[src/rtl/debug_dumper_if.sv]
// rtl/debug_dumper_if.sv - processor debug port plus captured-word stream between dumper and sink
interface debug_dumper_if;
   logic [9:0]  derreference;
   logic [1:0]  select;
   logic [31:0] word;
   logic [31:0] out_data;
   logic [9:0]  out_index;
   logic        out_valid;
   logic        out_ready;

   modport master (
      output derreference, select, out_data, out_index, out_valid,
      input  word, out_ready
   );

   modport slave (
      input  derreference, select, out_data, out_index, out_valid,
      output word, out_ready
   );
endinterface

[src/rtl/debug_dumper.sv]
// rtl/debug_dumper.sv - walks a processor debug port over one region and streams each word out
module debug_dumper #(
   parameter int unsigned SETTLE_CYCLES = 1
) (
   input  logic                  clk,
   input  logic                  reset,
   input  logic                  start,
   input  logic [1:0]            region,
   input  logic [9:0]            base,
   input  logic [10:0]           count,
   debug_dumper_if.master        dbg,
   output logic                  busy,
   output logic                  done,
   output logic                  error
);

   typedef enum logic [2:0] {IDLE, SETUP, WAIT, CAPTURE, SEND, FINISH} state_t;

   state_t      state, state_nx;
   logic [3:0]  settle_cnt;
   logic [10:0] remaining;
   logic        err_pend;
   logic [10:0] region_size;
   logic [10:0] avail;
   logic [10:0] eff_len;
   logic        base_bad;
   logic        handshake;

   always_comb begin
      region_size = 11'd1024;
      case (region)
         2'd0:    region_size = 11'd256;
         2'd1:    region_size = 11'd32;
         2'd2:    region_size = 11'd2;
         default: region_size = 11'd1024;
      endcase
   end

   // Length is clipped to the end of the region so derreference never wraps.
   assign base_bad  = ({1'b0, base} >= region_size);
   assign avail     = region_size - {1'b0, base};
   assign eff_len   = ((count == 11'd0) || (count > avail)) ? avail : count;
   assign handshake = dbg.out_valid && dbg.out_ready;
   assign busy      = (state != IDLE);

   always_comb begin
      state_nx = state;
      case (state)
         IDLE:    if (start) state_nx = base_bad ? FINISH : SETUP;
         SETUP:   state_nx = WAIT;
         WAIT:    if (settle_cnt <= 4'd1) state_nx = CAPTURE;
         CAPTURE: state_nx = SEND;
         SEND:    if (handshake) state_nx = (remaining == 11'd1) ? FINISH : SETUP;
         FINISH:  state_nx = IDLE;
         default: state_nx = IDLE;
      endcase
   end

   always_ff @(posedge clk or negedge reset) begin
      if (!reset) begin
         state            <= IDLE;
         settle_cnt       <= 4'd0;
         remaining        <= 11'd0;
         err_pend         <= 1'b0;
         done             <= 1'b0;
         error            <= 1'b0;
         dbg.derreference <= 10'd0;
         dbg.select       <= 2'd0;
         dbg.out_data     <= 32'd0;
         dbg.out_index    <= 10'd0;
         dbg.out_valid    <= 1'b0;
      end else begin
         state <= state_nx;
         done  <= (state == FINISH);
         case (state)
            IDLE: begin
               if (start) begin
                  dbg.select       <= region;
                  dbg.derreference <= base;
                  remaining        <= base_bad ? 11'd0 : eff_len;
                  err_pend         <= base_bad;
                  error            <= 1'b0;
               end
            end
            SETUP:   settle_cnt <= 4'(SETTLE_CYCLES);
            WAIT:    settle_cnt <= settle_cnt - 4'd1;
            CAPTURE: begin
               dbg.out_data  <= dbg.word;
               dbg.out_index <= dbg.derreference;
               dbg.out_valid <= 1'b1;
            end
            SEND: begin
               if (handshake) begin
                  dbg.out_valid <= 1'b0;
                  remaining     <= remaining - 11'd1;
                  if (remaining != 11'd1) dbg.derreference <= dbg.derreference + 10'd1;
               end
            end
            // error rises together with the done pulse and holds until the next start.
            FINISH:  error <= err_pend;
            default: ;
         endcase
      end
   end

endmodule

[src/flat_wrapper.sv]
// flat-port wrapper written by rule: the top's interface ports become plain ports
module debug_dumper_flat 
#(
   parameter int unsigned SETTLE_CYCLES = 1
)
  (clk, reset, start, region, base, count, busy, done, error, dbg_derreference, dbg_select, dbg_out_data, dbg_out_index, dbg_out_valid, dbg_word, dbg_out_ready);
  debug_dumper_if dbg_i ();
  input  logic clk;
  input  logic reset;
  input  logic start;
  input  logic [1:0] region;
  input  logic [9:0] base;
  input  logic [10:0] count;
  output logic busy;
  output logic done;
  output logic error;
  output wire logic [$bits(dbg_i.derreference)-1:0] dbg_derreference;
  output wire logic [$bits(dbg_i.select)-1:0] dbg_select;
  output wire logic [$bits(dbg_i.out_data)-1:0] dbg_out_data;
  output wire logic [$bits(dbg_i.out_index)-1:0] dbg_out_index;
  output wire logic [$bits(dbg_i.out_valid)-1:0] dbg_out_valid;
  input wire logic [$bits(dbg_i.word)-1:0] dbg_word;
  input wire logic [$bits(dbg_i.out_ready)-1:0] dbg_out_ready;
  assign dbg_derreference = dbg_i.derreference;
  assign dbg_select = dbg_i.select;
  assign dbg_out_data = dbg_i.out_data;
  assign dbg_out_index = dbg_i.out_index;
  assign dbg_out_valid = dbg_i.out_valid;
  assign dbg_i.word = dbg_word;
  assign dbg_i.out_ready = dbg_out_ready;
  debug_dumper #(.SETTLE_CYCLES(SETTLE_CYCLES)) u_core (.clk(clk), .reset(reset), .start(start), .region(region), .base(base), .count(count), .dbg(dbg_i), .busy(busy), .done(done), .error(error));
endmodule
[config.mk]
export PLATFORM = sky130hd
export DESIGN_NAME = debug_dumper_flat
export DESIGN_NICKNAME = d
export VERILOG_FILES = /design/src/rtl/debug_dumper_if.sv /design/src/rtl/debug_dumper.sv /design/src/flat_wrapper.sv
export SDC_FILE = /design/constraint.sdc
export NUM_CORES = 1
export LEC_CHECK = 0
export CORE_MARGIN = 2
export CORE_UTILIZATION = 45
export DETAILED_ROUTE_END_ITERATION = 16
export PLACE_DENSITY = 0.75
export SLEW_MARGIN = 20
export SYNTH_ARGS = -nofsm -noshare
export SYNTH_HDL_FRONTEND = slang
export SYNTH_SLANG_ARGS = --single-unit
[constraint.sdc]
create_clock -name clk -period 2.68 [get_ports clk]
set_clock_uncertainty 0.2 [all_clocks]
set_input_delay 0.402 -clock clk [delete_from_list [all_inputs] [get_ports clk]]
set_output_delay 0.402 -clock clk [all_outputs]
set_load 0.005 [all_outputs]
==> Word level (Yosys, flattened, before mapping) <==
Index checks and enable logic that the tools add are counted.
{ "totals": {"output_inout_bits": 58, "register_bits": 76, "inputBits": 59, "wordCells": 68} }
{ "op_classes": {"reduce_logical": 16, "n_eq_ne": 13, "add_sub_neg": 4, "n_lt_le_gt_ge": 3, "mux": 21} }
{ "ops": {"columns": ["op", "count"], "rows": [
  ["$mux 11", 4],
  ["$pmux 11 s3", 1],
  ["$mux 10", 3],
  ["$pmux 11 s2", 1],
  ["$pmux 10 s2", 1],
  ["$mux 3", 5],
  ["$pmux 3 s5", 1],
  ["$eq 11x1->1 const B", 1],
  ["$ge 10x11->1", 1],
  ["$gt 11x11->1", 1],
  ["$logic_not 11->1", 1],
  ["$ne 11x1->1 const B", 1],
  ["$sub 11x1->11 const B", 1],
  ["$sub 11x10->11", 1],
  ["$add 10x1->10 const B", 1],
  ["$pmux 4 s2", 1],
  ["$reduce_bool 2->1", 4],
  ["$eq 3x2->1 const B", 2],
  ["$eq 3x3->1 const B", 2],
  ["$ne 2x1->1 const B", 3],
  ["$reduce_and 2->1", 3],
  ["$reduce_and 3->1", 2],
  ["$le 4x1->1 const B", 1],
  ["$pmux 1 s2", 2],
  ["other kinds (12)", 13]
]} }

==> Longest topological paths before layout <==
Gate-level depths: netlist of run 1.
{ "depth": {"ltp_word": 9, "mapped_depth": 15, "ltp_nobuf": 14} }

==> Worst setup path before layout of run 1 <==
No wires, ideal clock.
{ "synth_path": {"kind": "input to register", "startpoint": "input region[0]", "endpoint": "register u_core.remaining[9]", "setup_time_ps": 95, "arrival_time_ps": 3193, "path_slack_ps": -809, "stages": 15, "n_path_buf": 1, "path_cell_list": "nor2b_1 > ha_1 > nor4b_4 > a21oi_1 > nor2b_1 > mux2i_1 > nand3_1 > ha_1 > nand3_1 > nor3_1 > a221o_1 > o21a_1 > clkbuf_1 > nor3_1 > o31ai_1"} }
{ "synth_between": {"elab_chain_cells": 9, "elab_cells_between_ends": 12, "classes_between": "add/sub: 1; order compare: 2; eq/ne: 2; mux: 5; reduce/logical: 2"} }
{ "synth_rtl": {"columns": ["element", "line_no", "rtl"], "rows": [
  ["start, declared", "flat_wrapper.sv:11", "input logic [1:0] region;"],
  ["$eq 2x2->1 (tied with other cells)", "debug_dumper.sv:31", "case (region)"],
  ["$pmux 11 s3 *", "debug_dumper.sv:31", null],
  ["$sub 11x10->11", "debug_dumper.sv:41", "assign avail = region_size - {1'b0, base};"],
  ["$gt 11x11->1", "debug_dumper.sv:42", "assign eff_len = ((count == 11'd0) || (count > avail)) ? avail : count;"],
  ["$logic_or 1x1->1", "debug_dumper.sv:42", null],
  ["$mux 11", "debug_dumper.sv:42", null],
  ["$mux 11 *", "debug_dumper.sv:80", "remaining <= base_bad ? 11'd0 : eff_len;"],
  ["$mux 11 *", "debug_dumper.sv:77", "if (start) begin"],
  ["$pmux 11 s2 *", "debug_dumper.sv:75", "case (state)"],
  ["end signal, assigned", "debug_dumper.sv:80", null],
  ["end signal, assigned", "debug_dumper.sv:95", "remaining <= remaining - 11'd1;"],
  ["end, declared", "debug_dumper.sv:21", "logic [10:0] remaining;"]
]} }
Mark *: on every way between the ends. The rest lies on a longest branch, timed or not. The select of a mux whose other input is x is not followed.
A chain may end at the register's enable or synchronous reset.

==> Final worst setup path of run 1 <==
{ "layout_path": {"startpoint": "input base[1]", "endpoint": "register u_core.remaining[3]"} }
{ "layout_between": {"elab_chain_cells": 7, "elab_cells_between_ends": 8, "classes_between": "add/sub: 1; order compare: 2; mux: 4; reduce/logical: 1"} }
{ "layout_rtl": {"columns": ["element", "line_no", "rtl"], "rows": [
  ["start, declared", "flat_wrapper.sv:12", "input logic [9:0] base;"],
  ["$sub 11x10->11", "debug_dumper.sv:41", null],
  ["$gt 11x11->1", "debug_dumper.sv:42", null],
  ["$logic_or 1x1->1", "debug_dumper.sv:42", null],
  ["$mux 11", "debug_dumper.sv:42", null],
  ["$mux 11 *", "debug_dumper.sv:80", null],
  ["$mux 11 *", "debug_dumper.sv:77", null],
  ["$pmux 11 s2 *", "debug_dumper.sv:75", null]
]} }
Marked as above.

==> metrics, run 1 <==
gr usage total 0.256; fin crit period 3.37 ns; Lkg Pwr 2.91 nW; Bufs and invs on worst path 3; vias in the first global route 4268; dpl hpwl 9330 um; core area 9640 um^2; Synth Flop Type dfrtp_1; CP Data Arrival Time 3.45 ns; fillers 758; Final Power 6.21 mW; Fmax 0.297 GHz; CP Cell Sequence clkdlybuf4s15_1 > inv_2 > buf_4 > fa_2 > a21oi_2 > nor2b_2 > mux2i_2 > nand3_2 > ha_4 > nand3_2 > nor3_4 > a221o_1 > o21a_4 > or4b_1 > nand3_1; Seq/Total Area, Yosys 0.433; WP data required 2.76 ns; width of the die 103 um; Clock Latency Late Sink 0.35 ns; Crit-path slowest cell or4b_1; clock root cell clkbuf_8; area delta synth->final 52.0%; max_slew headroom 0.569; Worst Setup End Kind register; Post-synth EDFFs 0; mapped cell area 4400 um^2; Final setup violation count 11; RSZ-0062 raised after global routing true; clock slew at reported path FFs 0.08 ns; commonest non-fill, non-tap cells in the layout 106 x clkdlybuf4s50_1, 80 x buf_4, 76 x dfrtp_1; fraction of the cycle the final worst path needs 1.26; total gr overflow 0; largest net degree at the start of global routing 33; status finished with violations; Post-Syn Nets 532; layout cells sized above 1 0.296; Via Count 4213; fin cells 779; DRC errors left 0; Post-Syn Instances 452; CP Launch Type input pin; Die H 103 um; H-tree depth 3; worst reg-to-reg setup slack 0.32 ns; first-pass GRT wire length 21000 um; drt initial violations 143; number of nets in the layout 721; I/O Buffers 116; Synth async-reset ratio 1.00; TritonRoute pass-1 iters 4; row cnt 36; Diodes inserted 0; Max IR drop VDD 0.603 mV; Inst Count DP 745; IO Pins 117; Final GP Congestion 0.891; Num CTS Buffers 9; failing checks negative setup slack; Worst path top cell family by delay simple AND/OR/NAND/NOR gates; initial antenna violation count 0; Final Hold Slack 0.102 ns; HP Class in2reg; DRT antenna net count 0; CP Class in2reg; fin. max-slew vios 0; commonest non-fill, non-tap cell in the layout clkdlybuf4s50_1; Max Cap Violations 0; die area 10600 um^2; Initial Util 0.456; CTS Buffer Depth 2; Pwr Density 929 nW/um^2; CP most frequent cell nand3_2; Slew @ Worst Pin 0.645 ns; setup ws final -0.688 ns; yosys warns 0; Worst path max stage delay 0.50 ns; routed length per instance 16.6 um; Avg Synthesized Cell Area 9.73 um^2; DR vias/cell 5.41; final hold vios 0; TritonCTS clock tree yes; CP max FO 6; clock sink total 76; Synth cell types 54; Total Wirelength 12900 um; Synth Register Bits 76
==> where the power goes <==
group          internal [mW]  switching (mW)  total, mW
clock                  0.464           0.447      0.911
sequential              1.71           0.463       2.17
combinational           1.81            1.32       3.12
total                   3.98            2.23       6.21
==> sequential cells by signal (all words and copies together), names as in the netlist <==
| register | count |
|---|---|
| u_core.dbg.derreference | 10 |
| u_core.err_pend | 1 |
| u_core.done | 1 |
| u_core.dbg.out_index | 10 |
| u_core.error | 1 |
| u_core.dbg.select | 2 |
| u_core.state | 3 |
| u_core.dbg.out_data | 32 |
| u_core.settle_cnt | 4 |
| u_core.remaining | 11 |
| u_core.dbg.out_valid | 1 |
==> path summary, 6_finish.rpt <==
check,start,end,cells after the start
worst max-delay path,base[1],u_core.remaining[3],15
worst min-delay path,region[0],u_core.dbg.select[0],2
worst max register to register,u_core.remaining[1],u_core.dbg.derreference[0],9
worst min register to register,u_core.dbg.out_data[31],u_core.dbg.out_data[31],1
max in group asynchronous,reset,u_core.dbg.derreference[8],3
min in group asynchronous,reset,u_core.remaining[5],2
==> stage by stage <==
stage	setup WS [ns]	setup TNS, ns	cell area, um^2	util
finish	-0.688	-6.73	6680	0.693
global route	-0.800	-7.94	6680	0.693
CTS	-0.607	-5.66	6620	0.687
detailed placement	-1.62	-17.38	6160	0.639
global placement	-1.52	-16.23	6160	0.639
floorplan	-0.752	-7.60	4420	-
==> cells in the mapped netlist (all sizes together) (7+ instances only) <==
cell	count	area (um^2)
or2	7	43.8
o2111ai	8	70.1
nand2	36	135
nand3	26	130
nor3	16	80.1
nor2b	7	43.8
a21oi	24	124
nor4	7	50.1
inv	19	71.3
o21ai	33	165
dfrtp	76	1900
o211ai	7	52.6
nor2	30	113
ha	20	250
mux2	44	495
clkbuf	19	71.3
==> final cells by class <==
cell class	count	area, um^2	area share
repair buffers	200	1810	0.271
flip-flops and latches	76	1900	0.285
multi-input cells	334	2520	0.377
clock inverters	6	70.1	0.0105
clock buffers	10	138	0.0206
inverters	20	75.1	0.0112
well taps	133	166	0.0249
==> layer usage <==
metal,vias to the layer above,GRT usage,share of wire
li1,2020,-,-
met1,2043,0.322,0.43
met2,120,0.436,0.50
met3,30,0.0549,0.052
met4,0,0.0951,0.025
met5,-,0,0
==> repair_timing <==
| item | CTS | global route |
|---|---|---|
| buffers inserted | 14 | 2 |
| hold endpoints to repair | 30 | 0 |
| pin swaps | 31 | 5 |
| setup endpoints to repair | 11 | 11 |
| gates resized for setup | 47 | 9 |
| gates cloned | 1 | 0 |
| hold buffers | 1 | 0 |
==> cells by family after synthesis <==
group / count (synthesis) / synth area share
flops: 76 / 0.433
compound gates: 104 / 0.151
xor+xnor: 9 / 0.0179
mux: 45 / 0.115
buf+inv: 43 / 0.0393
fa+ha+maj: 21 / 0.0615
simple gates: 154 / 0.183
Power figures use the tool's default switching activity.
==> inputs of run 2 (changes only) <==
--- a/config.mk
+++ b/config.mk
@@ -8,7 +8,7 @@
 export CORE_MARGIN = 2
 export CORE_UTILIZATION = 45
 export DETAILED_ROUTE_END_ITERATION = 16
-export PLACE_DENSITY = 0.75
+export PLACE_DENSITY_LB_ADDON = 0.2
 export SLEW_MARGIN = 20
 export SYNTH_ARGS = -nofsm -noshare
 export SYNTH_HDL_FRONTEND = slang
==> metrics, run 2 (synthesized netlist as in run 1, its figures left out) <==
RR Startpoint u_core.remaining[1] (unchanged); clock root cell clkbuf_8 (unchanged); Slew @ Worst Pin 0.609 ns (was 0.645 ns); DRC errors left 0 (unchanged); Clock Latency Late Sink 0.36 ns (was 0.35 ns); row cnt 36 (unchanged); Worst Setup End Kind register (unchanged); Reg2Reg Depth 9 (unchanged); max_slew headroom 0.594 (was 0.569); setup ws final -0.734 ns (was -0.688 ns); M1 WL 5450 um (was 5520 um); I/O Buffers 116 (unchanged); Max IR drop VDD 0.617 mV (was 0.603 mV); RSZ-0062 raised after global routing true (unchanged); IO Pins 117 (unchanged); core area 9640 um^2 (unchanged); Final GP Congestion 0.894 (was 0.891); Die H 103 um (unchanged); worst reg-to-reg setup slack 0.29 ns (was 0.32 ns); clock sink total 76 (unchanged); die area 10600 um^2 (unchanged); Pwr Density 931 nW/um^2 (was 929 nW/um^2); initial antenna violation count 0 (unchanged); HP Start region[1] (was region[0]); Diodes inserted 0 (unchanged); clock slew at reported path FFs 0.08 ns (about the same); WP data required 2.78 ns (was 2.76 ns); CTS Buffer Depth 2 (unchanged); CP max FO 5 (was 6); commonest non-fill, non-tap cell in the layout clkdlybuf4s50_1 (unchanged); area delta synth->final 51.0% (was 52.0%); total gr overflow 0 (unchanged); Final setup violation count 11 (unchanged); Lkg Pwr 2.85 nW (was 2.91 nW); CP Class in2reg (unchanged); final hold vios 0 (unchanged); Hold Crit Endpoint u_core.dbg.select[1] (was u_core.dbg.select[0]); TritonRoute pass-1 iters 4 (unchanged); WL met3 694 um (was 676 um); commonest non-fill, non-tap cells in the layout 106 x clkdlybuf4s50_1, 76 x dfrtp_1, 69 x buf_4 (was 106 x clkdlybuf4s50_1, 80 x buf_4, 76 x dfrtp_1); Final Util 0.689 (was 0.693); Via Count 4296 (was 4213); routed length per instance 17.1 um (was 16.6 um); register with the most flip-flops u_core.dbg.out_data (unchanged); met2 wire length 6580 um (was 6410 um); Max Cap Violations 0 (unchanged); fin cells 768 (was 779); Finished Cell Area 6640 um^2 (was 6680 um^2); Total Wirelength 13100 um (was 12900 um); layout cells sized above 1 0.290 (was 0.296); drt initial violations 150 (was 143); gr usage total 0.255 (was 0.256); fraction of the cycle the final worst path needs 1.27 (was 1.26); Final Power 6.18 mW (was 6.21 mW); vias in the first global route 4272 (was 4268); CP Launch Type input pin (unchanged); width of the die 103 um (unchanged); CP Data Arrival Time 3.51 ns (was 3.45 ns); largest net degree at the start of global routing 46 (was 33); failing checks negative setup slack (unchanged); Inst Count DP 739 (was 745); number of nets in the layout 710 (was 721); Largest regs u_core.dbg.out_data x32, u_core.remaining x11 (unchanged); TritonCTS clock tree yes (unchanged); hold-critical path depth 2 (unchanged); Initial Util 0.456 (unchanged); Num CTS Buffers 9 (unchanged); DR vias/cell 5.59 (was 5.41); Fmax 0.293 GHz (was 0.297 GHz); fin crit period 3.41 ns (was 3.37 ns); HP Class in2reg (unchanged); DRT antenna net count 0 (unchanged); status finished with violations (unchanged); H-tree depth 3 (unchanged); max reg flops 32 (unchanged); top sig layer met4 (unchanged); Final Hold Slack 0.203 ns (was 0.102 ns); placed cell areas 6130 um^2 (was 6160 um^2); fin. max-slew vios 0 (unchanged); dpl hpwl 9240 um (was 9330 um); first-pass GRT wire length 20800 um (was 21000 um); r2r endpoint u_core.dbg.derreference[0] (unchanged)
==> run 2: repair_timing <==
action                     4_1_cts  5_1_grt
pin swaps                       30       16
buffers inserted                 8        3
hold buffers                     1        0
hold endpoints to repair        44        0
gates cloned                     1        0
setup endpoints to repair       11       11
resized for setup               50       18
==> run 2: metal layers <==
metal | GRT usage | up-vias
li1 | - | 2001
met1 | 0.326 | 2118
met2 | 0.427 | 141
met3 | 0.0542 | 36
met4 | 0.100 | 0
met5 | 0 | -
==> run 2: critical path, cell delays in order <==
cell	delay (ns)
buf_8	0.10
nor2b_4	0.12
ha_4	0.26
nor4b_4	0.32
a21oi_4	0.13
nor2b_4	0.14
mux2i_2	0.26
nand3_2	0.14
ha_4	0.31
nand3_4	0.08
nor3_4	0.19
buf_4	0.14
nand4_1	0.14
o21a_4	0.19
or4b_4	0.52
nand3_2	0.08
==> run 2: worst max path at each step <==
stage | end | from
3_5_place_dp | u_core.remaining[6] | region[1]
2_1_floorplan | u_core.remaining[4] | region[0]
4_1_cts | u_core.remaining[3] | region[0]
3_3_place_gp | u_core.remaining[6] | region[1]
5_1_grt | u_core.remaining[3] | region[0]
6_report | u_core.remaining[0] | region[0]
==> run 2: where the power goes <==
| group | internal [mW] | total, mW | switching, mW |
|---|---|---|---|
| logic | 1.81 | 3.15 | 1.34 |
| registers | 1.71 | 2.16 | 0.450 |
| clock network | 0.436 | 0.871 | 0.435 |
==> run 2: per-stage QoR <==
stage | worst slack (ns) | TNS, ns
after detailed placement | -1.57 | -16.86
after CTS | -0.660 | -6.41
final | -0.734 | -7.32
after floorplan | -0.752 | -7.60
after global routing | -0.883 | -8.89
after global placement | -1.48 | -15.86
==> run 2: final cells by class <==
cell class	count	area, um^2
repair buffers	189	1730
well taps	133	166
inverters	20	75.1
flip-flops and latches	76	1900
clock buffers	13	139
multi-input cells	334	2580
clock inverters	3	47.5
fillers	747	3000
